`src/rtl/hazard_stall_unit.sv`:
```
// Decode-stage hazard controller: shadows E/M destinations and tracks a busy mult/div unit.
// Optional stall statistics counter enabled by defining HAZARD_STALL_STATS_EN.
module hazard_stall_unit #(
    parameter int unsigned MULT_CYCLES = 5,
    parameter int unsigned DIV_CYCLES  = 10
) (
    input  logic        clk,
    input  logic        reset,
    input  logic [4:0]  d_rs,
    input  logic [4:0]  d_rt,
    input  logic [1:0]  d_tuse_rs,
    input  logic [1:0]  d_tuse_rt,
    input  logic [4:0]  d_a3,
    input  logic        d_regwe,
    input  logic [1:0]  d_tnew,
    input  logic [1:0]  d_md_kind,
    output logic        stall,
    output logic        de_clr,
    output logic        md_busy,
    output logic [31:0] stall_cnt
);

    localparam int unsigned MD_MAX = (MULT_CYCLES > DIV_CYCLES) ? MULT_CYCLES : DIV_CYCLES;
    localparam int unsigned CNT_W  = (MD_MAX == 0) ? 1 : $clog2(MD_MAX + 1);

    localparam logic [1:0] MD_NONE  = 2'b00;
    localparam logic [1:0] MD_MULT  = 2'b01;
    localparam logic [1:0] MD_DIV   = 2'b10;
    localparam logic [1:0] TUSE_NA  = 2'b11;

    logic [4:0]       e_a3_q, e_a3_d;
    logic             e_regwe_q, e_regwe_d;
    logic [1:0]       e_tnew_q, e_tnew_d;
    logic [1:0]       e_md_kind_q, e_md_kind_d;
    logic [4:0]       m_a3_q, m_a3_d;
    logic             m_regwe_q, m_regwe_d;
    logic [1:0]       m_tnew_q, m_tnew_d;
    logic [CNT_W-1:0] md_cnt_q, md_cnt_d;

    logic rs_hazard_c;
    logic rt_hazard_c;
    logic md_busy_c;
    logic md_hazard_c;
    logic stall_c;

    // Source hazards: an in-flight producer whose result arrives later than D needs it.
    always_comb begin
        rs_hazard_c = 1'b0;
        rt_hazard_c = 1'b0;
        if (d_rs != 5'd0 && d_tuse_rs != TUSE_NA) begin
            if (e_regwe_q && e_a3_q == d_rs && e_tnew_q > d_tuse_rs) rs_hazard_c = 1'b1;
            if (m_regwe_q && m_a3_q == d_rs && m_tnew_q > d_tuse_rs) rs_hazard_c = 1'b1;
        end
        if (d_rt != 5'd0 && d_tuse_rt != TUSE_NA) begin
            if (e_regwe_q && e_a3_q == d_rt && e_tnew_q > d_tuse_rt) rt_hazard_c = 1'b1;
            if (m_regwe_q && m_a3_q == d_rt && m_tnew_q > d_tuse_rt) rt_hazard_c = 1'b1;
        end
    end

    // The unit counts as busy during the E cycle of a mult/div, before the counter loads.
    always_comb begin
        md_busy_c   = !reset && ((md_cnt_q != '0) || (e_md_kind_q == MD_MULT) ||
                                 (e_md_kind_q == MD_DIV));
        md_hazard_c = (d_md_kind != MD_NONE) && md_busy_c;
        stall_c     = !reset && (rs_hazard_c || rt_hazard_c || md_hazard_c);
    end

    assign stall   = stall_c;
    assign de_clr  = stall_c;
    assign md_busy = md_busy_c;

    // Next-state for the pipeline shadows; a stall pushes a bubble into E.
    always_comb begin
        e_a3_d      = d_a3;
        e_regwe_d   = d_regwe;
        e_tnew_d    = d_tnew;
        e_md_kind_d = d_md_kind;
        if (stall_c) begin
            e_a3_d      = 5'd0;
            e_regwe_d   = 1'b0;
            e_tnew_d    = 2'd0;
            e_md_kind_d = MD_NONE;
        end
        m_a3_d    = e_a3_q;
        m_regwe_d = e_regwe_q;
        m_tnew_d  = (e_tnew_q == 2'd0) ? 2'd0 : e_tnew_q - 2'd1;

        md_cnt_d = md_cnt_q;
        if (e_md_kind_q == MD_MULT) begin
            md_cnt_d = CNT_W'(MULT_CYCLES);
        end else if (e_md_kind_q == MD_DIV) begin
            md_cnt_d = CNT_W'(DIV_CYCLES);
        end else if (md_cnt_q != '0) begin
            md_cnt_d = md_cnt_q - CNT_W'(1);
        end
    end

    always_ff @(posedge clk) begin
        if (reset) begin
            e_a3_q      <= 5'd0;
            e_regwe_q   <= 1'b0;
            e_tnew_q    <= 2'd0;
            e_md_kind_q <= MD_NONE;
            m_a3_q      <= 5'd0;
            m_regwe_q   <= 1'b0;
            m_tnew_q    <= 2'd0;
            md_cnt_q    <= '0;
        end else begin
            e_a3_q      <= e_a3_d;
            e_regwe_q   <= e_regwe_d;
            e_tnew_q    <= e_tnew_d;
            e_md_kind_q <= e_md_kind_d;
            m_a3_q      <= m_a3_d;
            m_regwe_q   <= m_regwe_d;
            m_tnew_q    <= m_tnew_d;
            md_cnt_q    <= md_cnt_d;
        end
    end

`ifdef HAZARD_STALL_STATS_EN
    logic [31:0] stall_cnt_q;

    // Saturating count of stalled cycles.
    always_ff @(posedge clk) begin
        if (reset) begin
            stall_cnt_q <= 32'd0;
        end else if (stall_c && stall_cnt_q != 32'hFFFF_FFFF) begin
            stall_cnt_q <= stall_cnt_q + 32'd1;
        end
    end

    assign stall_cnt = stall_cnt_q;
`else
    assign stall_cnt = 32'd0;
`endif

endmodule
```
`config.mk`:
```
export PLATFORM = sky130hd
export DESIGN_NAME = hazard_stall_unit
export DESIGN_NICKNAME = d
export VERILOG_FILES = /design/src/rtl/hazard_stall_unit.sv
export SDC_FILE = /design/constraint.sdc
export NUM_CORES = 1
export LEC_CHECK = 0
export ABC_AREA = 1
export BUFFER_PORTS_ARGS = -buffer_cell sky130_fd_sc_hd__buf_2
export CORE_MARGIN = 2
export CORE_UTILIZATION = 29
export DETAILED_ROUTE_END_ITERATION = 7
export PLACE_DENSITY = 0.51
export SYNTH_ARGS = -nofsm -noshare
export SYNTH_HDL_FRONTEND = slang
export SYNTH_SLANG_ARGS = --single-unit
```
`constraint.sdc`:
```
create_clock -name clk -period 1.7 [get_ports clk]
set_input_delay 0.085 -clock clk [delete_from_list [all_inputs] [get_ports clk]]
set_output_delay 0.085 -clock clk [all_outputs]
set_load 0.02 [all_outputs]
```
# Yosys cells after proc, flatten, opt, wreduce, memory -nomap -nowiden
# Index checks and enable logic that the tools add are counted.
totals:
  elab_cells: 60
  reg_bits: 22
  inputBits: 26
op_classes:
  n_addsub: 2
  muxes: 9
  eq_ne: 8
  n_reduce_logical: 28
  order_cmp: 4
op_table:
  columns: ["operator", "count"]
  rows:
  - ["5-bit equality test", 4]
  - ["1-bit logical AND", 13]
  - ["5-bit nonzero test", 2]
  - ["2-bit > comparator", 4]
  - ["4-bit two-way mux", 2]
  - ["1-bit two-way mux", 6]
  - ["2-bit OR reduction", 3]
  - ["1-bit logical OR", 4]
  - ["2-bit != test, second input constant", 2]
  - ["2-bit nonzero test", 2]
  - ["4-bit nonzero test", 1]
  - ["4-bit by 1-bit subtractor with 4-bit output, second input constant", 1]
  - ["3-bit two-way mux", 1]
  - ["3-bit nonzero test", 1]
  - ["2-bit by 1-bit equality test with 1-bit output, second input constant", 1]
  - ["2-bit equality test, second input constant", 1]
  - ["2-bit logical NOT", 1]
  - ["2-bit by 1-bit subtractor with 2-bit output, second input constant", 1]
  - ["1-bit logical NOT", 1]

# Logic depth before layout (Yosys ltp)
logic_depth:
  depth_word: 10
  mapped_depth: 14
  mapped_depth_nobuf: 13

# Worst setup path before layout
# No wires, ideal clock.
synth_path:
  path_type: "flip-flop to output port"
  startpoint: "reg md_cnt_q[0]"
  endpoint: "out stall"
  path_stages_with_launch: 11
  arrival_ns: 1.643
  required_ns: 1.615
  setup_slack_ns: -0.028
  cell_sequence: "dfxtp_1 > inv_1 > ha_1 > nand3_2 > nor2_4 > a21oi_2 > o21ai_2 > nand3_1 > nand2_1 > inv_1 > buf_4"
synth_via:
  elab_chain_cells: 7
synth_lines:
  columns: ["element", "line", "source"]
  rows:
  - ["from (decl)", "38", "logic [CNT_W-1:0] md_cnt_q, md_cnt_d;"]
  - ["from (signal assigned)", "116", "md_cnt_q <= md_cnt_d;"]
  - ["4-bit nonzero test", "62", "md_busy_c = !reset && ((md_cnt_q != '0) || (e_md_kind_q == MD_MULT) ||"]
  - ["1-bit logical OR (2 in a row)", "62", null]
  - ["1-bit logical AND", "62", null]
  - ["net md_busy", "19", "output logic md_busy,"]
  - ["1-bit logical AND", "64", "md_hazard_c = (d_md_kind != MD_NONE) && md_busy_c;"]
  - ["1-bit logical OR", "65", "stall_c = !reset && (rs_hazard_c || rt_hazard_c || md_hazard_c);"]
  - ["1-bit logical AND", "65", null]
  - ["to (decl)", "17", "output logic stall,"]
# The timed path passes the listed nets, and every way through them passes these cells.

# Final worst setup path
layout_path:
  startpoint: "reg e_tnew_q[1]"
  endpoint: "out de_clr"
layout_via:
  elab_chain_cells: 8
  word_cells_on_any_way: 13
  classes_between: "order compare (2); mux (6); reduce/logical (5)"
layout_lines:
  columns: ["element", "line", "source"]
  rows:
  - ["from (decl)", "33", "logic [1:0] e_tnew_q, e_tnew_d;"]
  - ["from (signal assigned)", "111", "e_tnew_q <= e_tnew_d;"]
  - ["2-bit > comparator (on tied branches)", "51, 55", null]
  - ["1-bit logical AND (on tied branches)", "51, 55", null]
  - ["1-bit two-way mux (on tied branches)", "51, 55", null]
  - ["1-bit two-way mux (on tied branches)", "52, 56", null]
  - ["1-bit two-way mux (on tied branches)", "50, 54", null]
  - ["1-bit logical OR * (2 in a row)", "65", null]
  - ["1-bit logical AND *", "65", null]
  - ["to (decl)", "18", "output logic de_clr,"]
# Mark *: on every way between the ends. The rest lies on a longest branch, timed or not.

==> flow_metrics.tcl <==
set metrics [dict create \
    die_h_um 79.15 \
    nets 314 \
    async_flop_share_pct 0 \
    dr.pass1.iters 4 \
    cts-root-buf "clkbuf_8" \
    detail-route-antenna-nets 0 \
    n_fill_cell 605 \
    antenna_found_initial 0 \
    drive_above_1_share_pct 24.28 \
    max-cap-violations 0 \
    die_w_um 79.15 \
    violations "negative setup slack" \
    n_antenna_cell 0 \
    ctsLongestPathBuffers 2 \
    drt-initial-drc-count 24 \
    ys.flop_type "dfxtp_1" \
    p_per_area_nw_per_um2 934.3 \
    setup_viol 2 \
    synth-edff-count 0 \
    path_clk_slew_ns 0.08 \
    yosys-top-cells-area "dfxtp_1, buf_4, inv_1" \
    io-pin-count 61 \
    hold_buffers 0 \
    grt_pass1_vias 1175 \
    finalCoreUtilization_pct 35.55 \
    grt_max_degree 13 \
    via_count 1367 \
    worstSetupPathType "reg -> out" \
    core-area_sq_um 5473 \
    hold_viol 0 \
    cts_tree "done" \
    worst_ep_arrival_time_ns 1.73 \
    io_buffer_count 28 \
    clkSinkCount 22 \
    outcome "finished with violations" \
    cp_max_fo 3 \
    grt_pass1_wl_mm 5.340 \
    crit_top_cell "nand2_1" \
    critPathRequiredTime_ns 1.62 \
    synth.avg_cell_area_sq_um 6.768 \
    drcViolationCount 0 \
    place_ws_ns 0.06800 \
    routedWlPerCell_um 9.580 \
    area_growth_pct 18.79 \
    maxSlewViolCount 0 \
    htreeDepth 1 \
    numCtsBuffers 3 \
    grt.total_usage_pct 11.01 \
    final.setup.tns_ns -0.2225 \
    synth_top_cell_by_area "dfxtp_1" \
    vias_per_cell 3.928 \
    rows 27 \
    fin_ws_ns -0.1114 \
    post-route-period-util_pct 106.6 \
    cp_cell_sequence "ha_4, inv_2, o21bai_1, nand2_1, nor2_2, nand2_1, nand2_1, nand2_2, nand3_2, nand2_2, inv_2, buf_6" \
    synth_common_cells "inv_1, nand2_1, buf_4" \
    clock_latency_ns 0.27 \
    synth.most_common_cell "inv_1" \
    endpoint_kind "output port" \
    ys_warn_count 0 \
    hp-class "in -> reg" \
    critPathLaunchType "flip-flop" \
    start_util_pct 29.93 \
    gp_congestion 0.8252 \
    crit_slowest_cell "dfxtp_4" \
    routed_wl_mm 3.334 \
    dieArea_sq_um 6265 \
    hold_slack_ns 0.01050 \
    yosysTopAreaCellShare_pct 26.89 \
    ys_ff_latch 22 \
    syn_area_sq_um 1638 \
    dp_hpwl_mm 2.770 \
    leakagePower_nw 1.019 \
    fin_crit_ns 1.811 \
    synth_cell_type_count 28 \
    rsz0062_at_grt "true" \
    yosysSeqAreaShare_pct 26.89 \
    max_stage_delay_ns 0.37 \
    timing.fmax_ghz 0.5521 \
    synthCells 242 \
    grt_overflow_total 0 \
    skew_ns 0.001311 \
    vdd_drop_max_uv 656.5 \
]
[critical path, delay by kind of cell, from the launching register on]
kind,cells,cell delay [ns]
adder cells (fa/ha/maj),1,0.27
buffers and inverters,3,0.21
AND/OR/NAND/NOR,7,0.50
AO/OA/AOI/OAI,1,0.11
flip-flops,1,0.37
[layout by cell type, fill, tap and decap left out, types with 3 or more instances in the layout]
| cell type | n |
|---|---|
| inv_1 | 47 |
| nand2_1 | 43 |
| conb_1 | 32 |
| nor2_1 | 29 |
| buf_2 | 26 |
| dfxtp_1 | 18 |
| inv_2 | 6 |
| nor3_1 | 6 |
| xnor2_1 | 6 |
| ha_4 | 6 |
| ha_1 | 5 |
| buf_4 | 5 |
| xor2_1 | 4 |
| o21ai_0 | 4 |
| nand2_2 | 4 |
| clkbuf_8 | 4 |
| a21oi_1 | 3 |
| nand4_1 | 3 |
| dfxtp_2 | 3 |
[timing repair]
item	4_1_cts	5_1_grt
setup buffers	4	1
cloned	0	0
endpoints found under the setup margin	2	12
gates resized for setup	17	11
pin swaps	10	11
[layer usage]
metal | GRT usage [%] | vias up | wire length (um)
met5 | 0 | - | 0
met4 | 5.172 | 0 | 61
met3 | 1.705 | 5 | 160
met2 | 18.31 | 41 | 1531
met1 | 13.90 | 596 | 1579
li1 | - | 725 | -
[power by group]
group,switching (W),total [W],internal (W)
combinational,0.000438,0.000749,0.000312
sequential,0.0000722,0.000675,0.000603
clock,0.000186,0.000393,0.000207
total,0.000696,0.00182,0.00112
[path summary, 6_finish.rpt]
check / slack (ns) / to / from / cells past startpoint
worst max-delay path: -0.11 / de_clr / e_tnew_q[1] / 12
worst min-delay path: 0.01 / e_tnew_q[0] / d_tnew[0] / 3
worst max register to register: 0 / e_a3_q[0] / e_tnew_q[1] / 12
worst min register to register: 0.45 / m_tnew_q[0] / e_tnew_q[0] / 1
[cell families (layout without fill, tap and decap cells)]
family                     after synthesis  in the layout  synth area share (%)
AOI/OAI and AO/OA                       17             17                 6.418
xor gates and xnor gates                10             10                 5.347
adders and majority gates               11             11                 8.403
buffers and inverters                   88             91                 27.81
DFF                                     22             22                 26.89
other                                    1             32                0.2290
and+or+nand+nor                         93             93                 24.91
[state kept, by name (all words and copies together), names as in the netlist]
name         count
md_cnt_q         4
e_tnew_q         2
e_a3_q           5
e_md_kind_q      2
m_a3_q           5
m_regwe_q        1
e_regwe_q        1
m_tnew_q         2
[layout make-up]
cell class | instances | area (sq um) | share of cell area, %
clock buffers | 4 | 55.05 | 2.830
flip-flops and latches | 22 | 447.9 | 23.02
multi-input cells | 163 | 957.2 | 49.20
inverters | 54 | 205.2 | 10.55
repair buffers | 33 | 190.2 | 9.775
well taps | 72 | 90.09 | 4.630
[metrics by stage]
stage	std cells	total power [W]	instance area, sq um
floorplan	273	0.001250	1762
global placement	339	0.001342	1739
detailed placement	339	0.001344	1739
CTS	347	0.001780	1898
global route	348	0.001959	1946
finish	348	0.001818	1946
No activity file was read; power rests on OpenSTA's default activity.
